==> config.mk <==
export PLATFORM = sky130hd
export DESIGN_NAME = relu_vector_pipe_flat
export DESIGN_NICKNAME = d
export VERILOG_FILES = /design/src/rtl/relu_pkg.sv /design/src/rtl/relu_vector_pipe_if.sv /design/src/rtl/relu_lane.sv /design/src/rtl/relu_vector_pipe.sv /design/src/flat_wrapper.sv
export SDC_FILE = /design/constraint.sdc
export NUM_CORES = 1
export LEC_CHECK = 0
export CORE_MARGIN = 4
export CORE_UTILIZATION = 45
export DETAILED_ROUTE_END_ITERATION = 8
export HOLD_SLACK_MARGIN = 0.02
export PLACE_DENSITY = 0.73
export SLEW_MARGIN = 30
export SYNTH_ARGS = -nofsm -noshare
export SYNTH_HDL_FRONTEND = slang
export SYNTH_HIERARCHICAL = 1
export SYNTH_SLANG_ARGS = --single-unit
==> constraint.sdc <==
create_clock -name clk -period 2.7 [get_ports clk]
set_input_delay 0.54 -clock clk [delete_from_list [all_inputs] [get_ports clk]]
set_output_delay 0.54 -clock clk [all_outputs]
set_load 0.005 [all_outputs]
==> src/rtl/relu_pkg.sv <==
`default_nettype none
// ============================================================================
// Module  : relu_pkg
// Brief   : Activation mode encoding and lane popcount helper.
// Revision: 1.0 - initial release
// ============================================================================
package relu_pkg;

    typedef enum logic [1:0] {
        MODE_RELU   = 2'b00,
        MODE_LEAKY  = 2'b01,
        MODE_CLAMP  = 2'b10,
        MODE_BYPASS = 2'b11
    } relu_mode_e;

    localparam int MAX_LANES = 32;
    localparam int PC_W      = 6;

    function automatic logic [PC_W-1:0] lane_popcount(input logic [MAX_LANES-1:0] v);
        logic [PC_W-1:0] n;
        n = '0;
        for (int i = 0; i < MAX_LANES; i++) begin
            n = n + {{(PC_W-1){1'b0}}, v[i]};
        end
        return n;
    endfunction

endpackage
`default_nettype wire

==> src/rtl/relu_vector_pipe_if.sv <==
`default_nettype none
// ============================================================================
// Module  : relu_vector_pipe_if
// Brief   : Input/output stream handshake and statistics bus.
// Revision: 1.0 - initial release
// ============================================================================
interface relu_vector_pipe_if #(
    parameter int DATA_W   = 8,
    parameter int CHANNELS = 4,
    parameter int CNT_W    = 16
) ();
    logic                       in_valid;
    logic                       in_ready;
    logic [CHANNELS*DATA_W-1:0] in_data;
    logic [1:0]                 in_mode;
    logic                       out_valid;
    logic                       out_ready;
    logic [CHANNELS*DATA_W-1:0] out_data;
    logic                       clear_stats;
    logic [CNT_W-1:0]           neg_count;

    modport master (
        output in_valid, in_data, in_mode, out_ready, clear_stats,
        input  in_ready, out_valid, out_data, neg_count
    );

    modport slave (
        input  in_valid, in_data, in_mode, out_ready, clear_stats,
        output in_ready, out_valid, out_data, neg_count
    );
endinterface
`default_nettype wire

==> src/rtl/relu_lane.sv <==
`default_nettype none
// ============================================================================
// Module  : relu_lane
// Brief   : Combinational single-lane activation with negative flag.
// Revision: 1.0 - initial release
// ============================================================================
module relu_lane
    import relu_pkg::*;
#(
    parameter int DATA_W     = 8,
    parameter int LEAK_SHIFT = 3,
    parameter int CLAMP_MAX  = 6
) (
    input  logic signed [DATA_W-1:0] x_i,
    input  relu_mode_e               mode_i,
    output logic signed [DATA_W-1:0] y_o,
    output logic                     is_neg_o
);
    localparam logic signed [DATA_W-1:0] c_clamp_max = DATA_W'(CLAMP_MAX);

    assign is_neg_o = x_i[DATA_W-1];

    always_comb begin
        y_o = x_i;
        unique case (mode_i)
            MODE_RELU: begin
                if (is_neg_o) y_o = '0;
            end
            MODE_LEAKY: begin
                // Arithmetic shift floors toward -inf, so -1 stays -1.
                if (is_neg_o) y_o = x_i >>> LEAK_SHIFT;
            end
            MODE_CLAMP: begin
                if (is_neg_o)                 y_o = '0;
                else if (x_i > c_clamp_max)   y_o = c_clamp_max;
            end
            default: y_o = x_i;
        endcase
    end
endmodule
`default_nettype wire

==> src/rtl/relu_vector_pipe.sv <==
`default_nettype none
// ============================================================================
// Module  : relu_vector_pipe
// Brief   : CHANNELS-lane activation behind a 2-stage valid/ready pipeline.
// Revision: 1.0 - initial release
// ============================================================================
module relu_vector_pipe
    import relu_pkg::*;
#(
    parameter int DATA_W     = 8,
    parameter int CHANNELS   = 4,
    parameter int LEAK_SHIFT = 3,
    parameter int CLAMP_MAX  = 6,
    parameter int CNT_W      = 16
) (
    input  logic                 clk,
    input  logic                 reset,
    relu_vector_pipe_if.slave    bus
);
    localparam int VEC_W = CHANNELS * DATA_W;
    localparam int SUM_W = ((CNT_W > PC_W) ? CNT_W : PC_W) + 1;

    logic                 s1_valid_q;
    logic [VEC_W-1:0]     s1_data_q;
    relu_mode_e           s1_mode_q;
    logic                 s2_valid_q;
    logic [VEC_W-1:0]     s2_data_q;
    logic [CNT_W-1:0]     neg_count_q;
    logic [CNT_W-1:0]     neg_count_d;

    logic                 w_adv1;
    logic                 w_adv2;
    logic                 w_move;
    logic [VEC_W-1:0]     w_act;
    logic [CHANNELS-1:0]  w_is_neg;
    logic [MAX_LANES-1:0] w_neg_vec;
    logic [PC_W-1:0]      w_neg_lanes;
    logic [SUM_W-1:0]     w_sum;
    logic [SUM_W-1:0]     w_cnt_max;

    assign w_adv2 = !s2_valid_q || bus.out_ready;
    assign w_adv1 = !s1_valid_q || w_adv2;
    assign w_move = s1_valid_q && w_adv2;

    for (genvar i = 0; i < CHANNELS; i++) begin : g_lane
        relu_lane #(
            .DATA_W     (DATA_W),
            .LEAK_SHIFT (LEAK_SHIFT),
            .CLAMP_MAX  (CLAMP_MAX)
        ) u_lane (
            .x_i      (s1_data_q[i*DATA_W +: DATA_W]),
            .mode_i   (s1_mode_q),
            .y_o      (w_act[i*DATA_W +: DATA_W]),
            .is_neg_o (w_is_neg[i])
        );
    end

    // Clear wins over a coincident increment; the sum is one bit wider so saturation is exact.
    always_comb begin
        w_neg_vec                 = '0;
        w_neg_vec[CHANNELS-1:0]   = w_is_neg;
        w_neg_lanes               = lane_popcount(w_neg_vec);
        w_cnt_max                 = SUM_W'({CNT_W{1'b1}});
        w_sum                     = SUM_W'(neg_count_q) + SUM_W'(w_neg_lanes);
        neg_count_d               = neg_count_q;
        if (bus.clear_stats) begin
            neg_count_d = '0;
        end else if (w_move) begin
            neg_count_d = (w_sum > w_cnt_max) ? w_cnt_max[CNT_W-1:0] : w_sum[CNT_W-1:0];
        end
    end

    always_ff @(posedge clk or negedge reset) begin
        if (!reset) begin
            s1_valid_q  <= 1'b0;
            s1_data_q   <= '0;
            s1_mode_q   <= MODE_RELU;
            s2_valid_q  <= 1'b0;
            s2_data_q   <= '0;
            neg_count_q <= '0;
        end else begin
            if (w_adv1) begin
                s1_valid_q <= bus.in_valid;
                if (bus.in_valid) begin
                    s1_data_q <= bus.in_data;
                    s1_mode_q <= relu_mode_e'(bus.in_mode);
                end
            end
            if (w_adv2) begin
                s2_valid_q <= s1_valid_q;
                if (s1_valid_q) s2_data_q <= w_act;
            end
            neg_count_q <= neg_count_d;
        end
    end

    assign bus.in_ready  = w_adv1;
    assign bus.out_valid = s2_valid_q;
    assign bus.out_data  = s2_data_q;
    assign bus.neg_count = neg_count_q;
endmodule
`default_nettype wire

==> src/flat_wrapper.sv <==
// flat-port wrapper written by rule: the top's interface ports become plain ports
module relu_vector_pipe_flat import relu_pkg::*;
#(
    parameter int DATA_W     = 8,
    parameter int CHANNELS   = 4,
    parameter int LEAK_SHIFT = 3,
    parameter int CLAMP_MAX  = 6,
    parameter int CNT_W      = 16
)
  (clk, reset, bus_in_valid, bus_in_data, bus_in_mode, bus_out_ready, bus_clear_stats, bus_in_ready, bus_out_valid, bus_out_data, bus_neg_count);
  relu_vector_pipe_if #(.DATA_W(DATA_W), .CHANNELS(CHANNELS), .CNT_W(CNT_W)) bus_i ();
  input  logic clk;
  input  logic reset;
  input wire logic [$bits(bus_i.in_valid)-1:0] bus_in_valid;
  input wire logic [$bits(bus_i.in_data)-1:0] bus_in_data;
  input wire logic [$bits(bus_i.in_mode)-1:0] bus_in_mode;
  input wire logic [$bits(bus_i.out_ready)-1:0] bus_out_ready;
  input wire logic [$bits(bus_i.clear_stats)-1:0] bus_clear_stats;
  output wire logic [$bits(bus_i.in_ready)-1:0] bus_in_ready;
  output wire logic [$bits(bus_i.out_valid)-1:0] bus_out_valid;
  output wire logic [$bits(bus_i.out_data)-1:0] bus_out_data;
  output wire logic [$bits(bus_i.neg_count)-1:0] bus_neg_count;
  assign bus_i.in_valid = bus_in_valid;
  assign bus_i.in_data = bus_in_data;
  assign bus_i.in_mode = bus_in_mode;
  assign bus_i.out_ready = bus_out_ready;
  assign bus_i.clear_stats = bus_clear_stats;
  assign bus_in_ready = bus_i.in_ready;
  assign bus_out_valid = bus_i.out_valid;
  assign bus_out_data = bus_i.out_data;
  assign bus_neg_count = bus_i.neg_count;
  relu_vector_pipe #(.DATA_W(DATA_W), .CHANNELS(CHANNELS), .LEAK_SHIFT(LEAK_SHIFT), .CLAMP_MAX(CLAMP_MAX), .CNT_W(CNT_W)) u_core (.clk(clk), .reset(reset), .bus(bus_i));
endmodule
==> results of run 1 <==
==> registers in the layout (all words and copies together) (netlist names) <==
signal and count:
u_core/bus.out_data 32, u_core/s1_data_q 32, u_core/bus.neg_count 16, u_core/s1_mode_q 2
u_core/bus.out_valid 1, u_core/s1_valid_q 1
==> layer usage <==
layer,global-route usage (%),routed length (um),vias up
met3,3.13,427,10
met2,29.6,4850,78
li1,-,-,1655
met4,5.75,123,0
met1,23.2,4370,1652
met5,0,0,-
==> power groups by stage <==
stage / Sequential [W] / Combinational (W) / Clock, W
2_1_floorplan: 0.00168 / 0.000602 / 0
3_3_place_gp: 0.00170 / 0.00107 / 0
3_5_place_dp: 0.00170 / 0.00110 / 0
4_1_cts: 0.00168 / 0.00110 / 0.000964
5_1_grt: 0.00172 / 0.00121 / 0.00101
6_report: 0.00168 / 0.00109 / 0.000936
==> metrics by stage <==
step                      setup WS [ns]  area, um2  hold WS (ns)  util, %
after floorplan                   0.116       4380         0.244        -
after global placement           0.0881       5400         0.459     57.6
after detailed placement         0.0162       5400         0.461     57.6
after CTS                        0.0257       5600         0.148     59.8
after global routing           -0.00666       5650         0.170     60.2
final                             0.123       5650         0.140     60.2
==> how the worst max path moves through the flow <==
stage	start	to	slack [ns]	cells after the start
2_1_floorplan	u_core/s1_data_q[7]	u_core/bus.neg_count[6]	0.12	11
5_1_grt	u_core/bus.neg_count[0]	u_core/bus.neg_count[9]	-0.007	9
6_report	u_core/bus.neg_count[0]	u_core/bus.neg_count[9]	0.12	9
3_5_place_dp	u_core/bus.neg_count[0]	u_core/bus.neg_count[7]	0.02	9
3_3_place_gp	u_core/bus.neg_count[0]	u_core/bus.neg_count[5]	0.09	9
4_1_cts	u_core/bus.neg_count[0]	u_core/bus.neg_count[7]	0.03	9
==> logic make-up after synthesis <==
logic type                 share of synthesized area (%)
DFF                                                 48.0
adders and majority gates                           1.66
muxes                                               13.5
buffers and inverters                               4.48
and+or+nand+nor                                     20.5
AOI/OAI and AO/OA                                   11.9
==> repair_timing <==
item,in CTS,in global routing
endpoints found under the hold margin,0,0
setup endpoints to repair,0,10
hold buffers,0,0
resized for setup,0,6
setup buffers,0,1
==> Yosys cell counts, drive strengths merged <==
library cell / number
nand2: 108
and3: 2
a211oi: 5
ha: 1
a31o: 1
nor3b: 1
fa: 3
o2111a: 1
nand2b: 6
o21bai: 1
inv: 9
o21ai: 5
a21boi: 6
a22oi: 4
o221a: 8
a31oi: 6
nor3: 8
nand4: 1
nand4bb: 1
dfrtp: 84
a311oi: 11
buf: 18
and2: 6
and4: 5
mux2i: 8
a21oi: 9
nor2: 44
clkbuf: 5
nand3: 8
a41o: 1
mux2: 44
a41oi: 1
nor2b: 3
==> layout make-up <==
cell class,count,area share [%]
well taps,129,2.86
flip-flops and latches,84,37.3
repair buffers,104,18.2
inverters,9,0.598
clock inverters,5,1.40
multi-input cells,308,37.5
clock buffers,9,2.19
==> worst reg2reg max path, cell delays in order (launching register included) <==
cell and delay (ns):
dfrtp_1 0.40, fa_1 0.53, inv_1 0.05, fa_1 0.37, inv_1 0.08, fa_1 0.19
and4_4 0.27, nand4bb_4 0.16, buf_6 0.17, a311oi_2 0.25
==> metrics.yaml, run 1 <==
firstDrtPassIters: 4
initial_utilization_pct: 46.8
ys_ff_latch: 84
initialDrtViolationCount: 160
wl_per_cell_um: 15.1
hold_path_class: "primary input to asynchronous set/reset pin"
r2r_cells: 9
maxCapViolations: 0
power_w: 0.00371
ant_nets: 0
r2r_start: "u_core/bus.neg_count[0]"
power_leakage_nw: 2.50
ioPinCount: 89
fin_crit_ns: 2.58
fin_crit_sh_pct: 95.5
cts_root_buffer: "clkbuf_8"
h-tree-depth: 3
skew_ns: 0.00803
worstPathArrival_ns: 2.82
gr-usage-all-layers_pct: 17.6
ff_latch_area_um2: 2100
drive_above_1_share_pct: 19.1
routed_wl_um: 9770
maxSlewViolCount: 0
slew_headroom_pct: 49.8
fin_cells: 648
dpl.cell_count: 633
fin_nets: 559
antenna_found_initial: 0
pwr-share-seq_pct: 45.3
run_status: "finished clean"
io_buffers: 88
cp_top_family: "adder cells"
critPathBufInv: 3
ys_top_cells_by_area: "dfrtp_1 48%, mux2_2 9.2%, nand2_1 9.2%"
cp-end-kind: "flop"
crit_path_frequent_cell: "fa_1"
syn_area_per_cell_um2: 10.3
intPower_w: 0.00262
syn_nets: 467
seq_area_frac_synth_pct: 48.0
cts_tree: "done"
row_count: 35
cts_max_path_buffers: 2
synthToLayoutAreaGrowth_pct: 28.8
reg2reg_to: "u_core/bus.neg_count[9]"
grt_pass1_wl_um: 16200
grt_max_degree: 52
worstPathRequired_ns: 2.94
reg2reg_slack_ns: 0.12
nFillCells: 811
most-common-layout-cells: "107 x nand2_1, 87 x clkdlybuf4s50_1, 82 x dfrtp_1, 42 x nor2_1, 36 x mux2_2"
start_kind: "flop"
syn_inst: 424
drc: 0
multi_input_area_um2: 2120
power_density_nw_per_um2: 656
die_w_um: 107
dieArea_um2: 11400
tightestPinTransition_ns: 0.750
setup_violations: 0
clockPowerShare_pct: 25.3
final_common_cell: "nand2_1"
ys_types: 48
swShare_pct: 29.3
clk_latency_ns: 0.34
crit_type: "flop to flop"
yosysWarnings: 6
peakVddDrop_v: 0.000368
antenna_cells: 0
comb_power_share_pct: 29.4
grt_pass1_vias: 3345
fp.coreArea_um2: 9370
grt_overflow_total: 0
hold_viol_final: 0
clkTransAtPathRegs_ns: 0.08
cts_sinks: 84
netlist.area_leader.share_pct: 48.0
critPathMaxFanout: 6
via_count: 3395
clock.fmax_mhz: 388
gp_congestion: 0.816
synth.cell_area_um2: 4380
place_hpwl_um: 7110
synth_area_leader_cell: "dfrtp_1"
slowest_stage: "fa_1"
slowest_delay_ns: 0.53
numCtsBuffers: 9
finalSetupTns_ns: 0
netSwitchingPower_w: 0.00109
viasPerCell: 5.24
die_y_um: 107
cp_cell_sequence: "fa_1, inv_1, fa_1, inv_1, fa_1, and4_4, nand4bb_4, buf_6, a311oi_2"
Power figures use the tool's default switching activity.
==> run 2: changes to the inputs <==
CAP_MARGIN = 10   (was default)
HOLD_SLACK_MARGIN = 0.08   (was 0.02)
==> results of run 2 <==
Same layout as run 1: the final DEF is identical, and so are final timing and power.
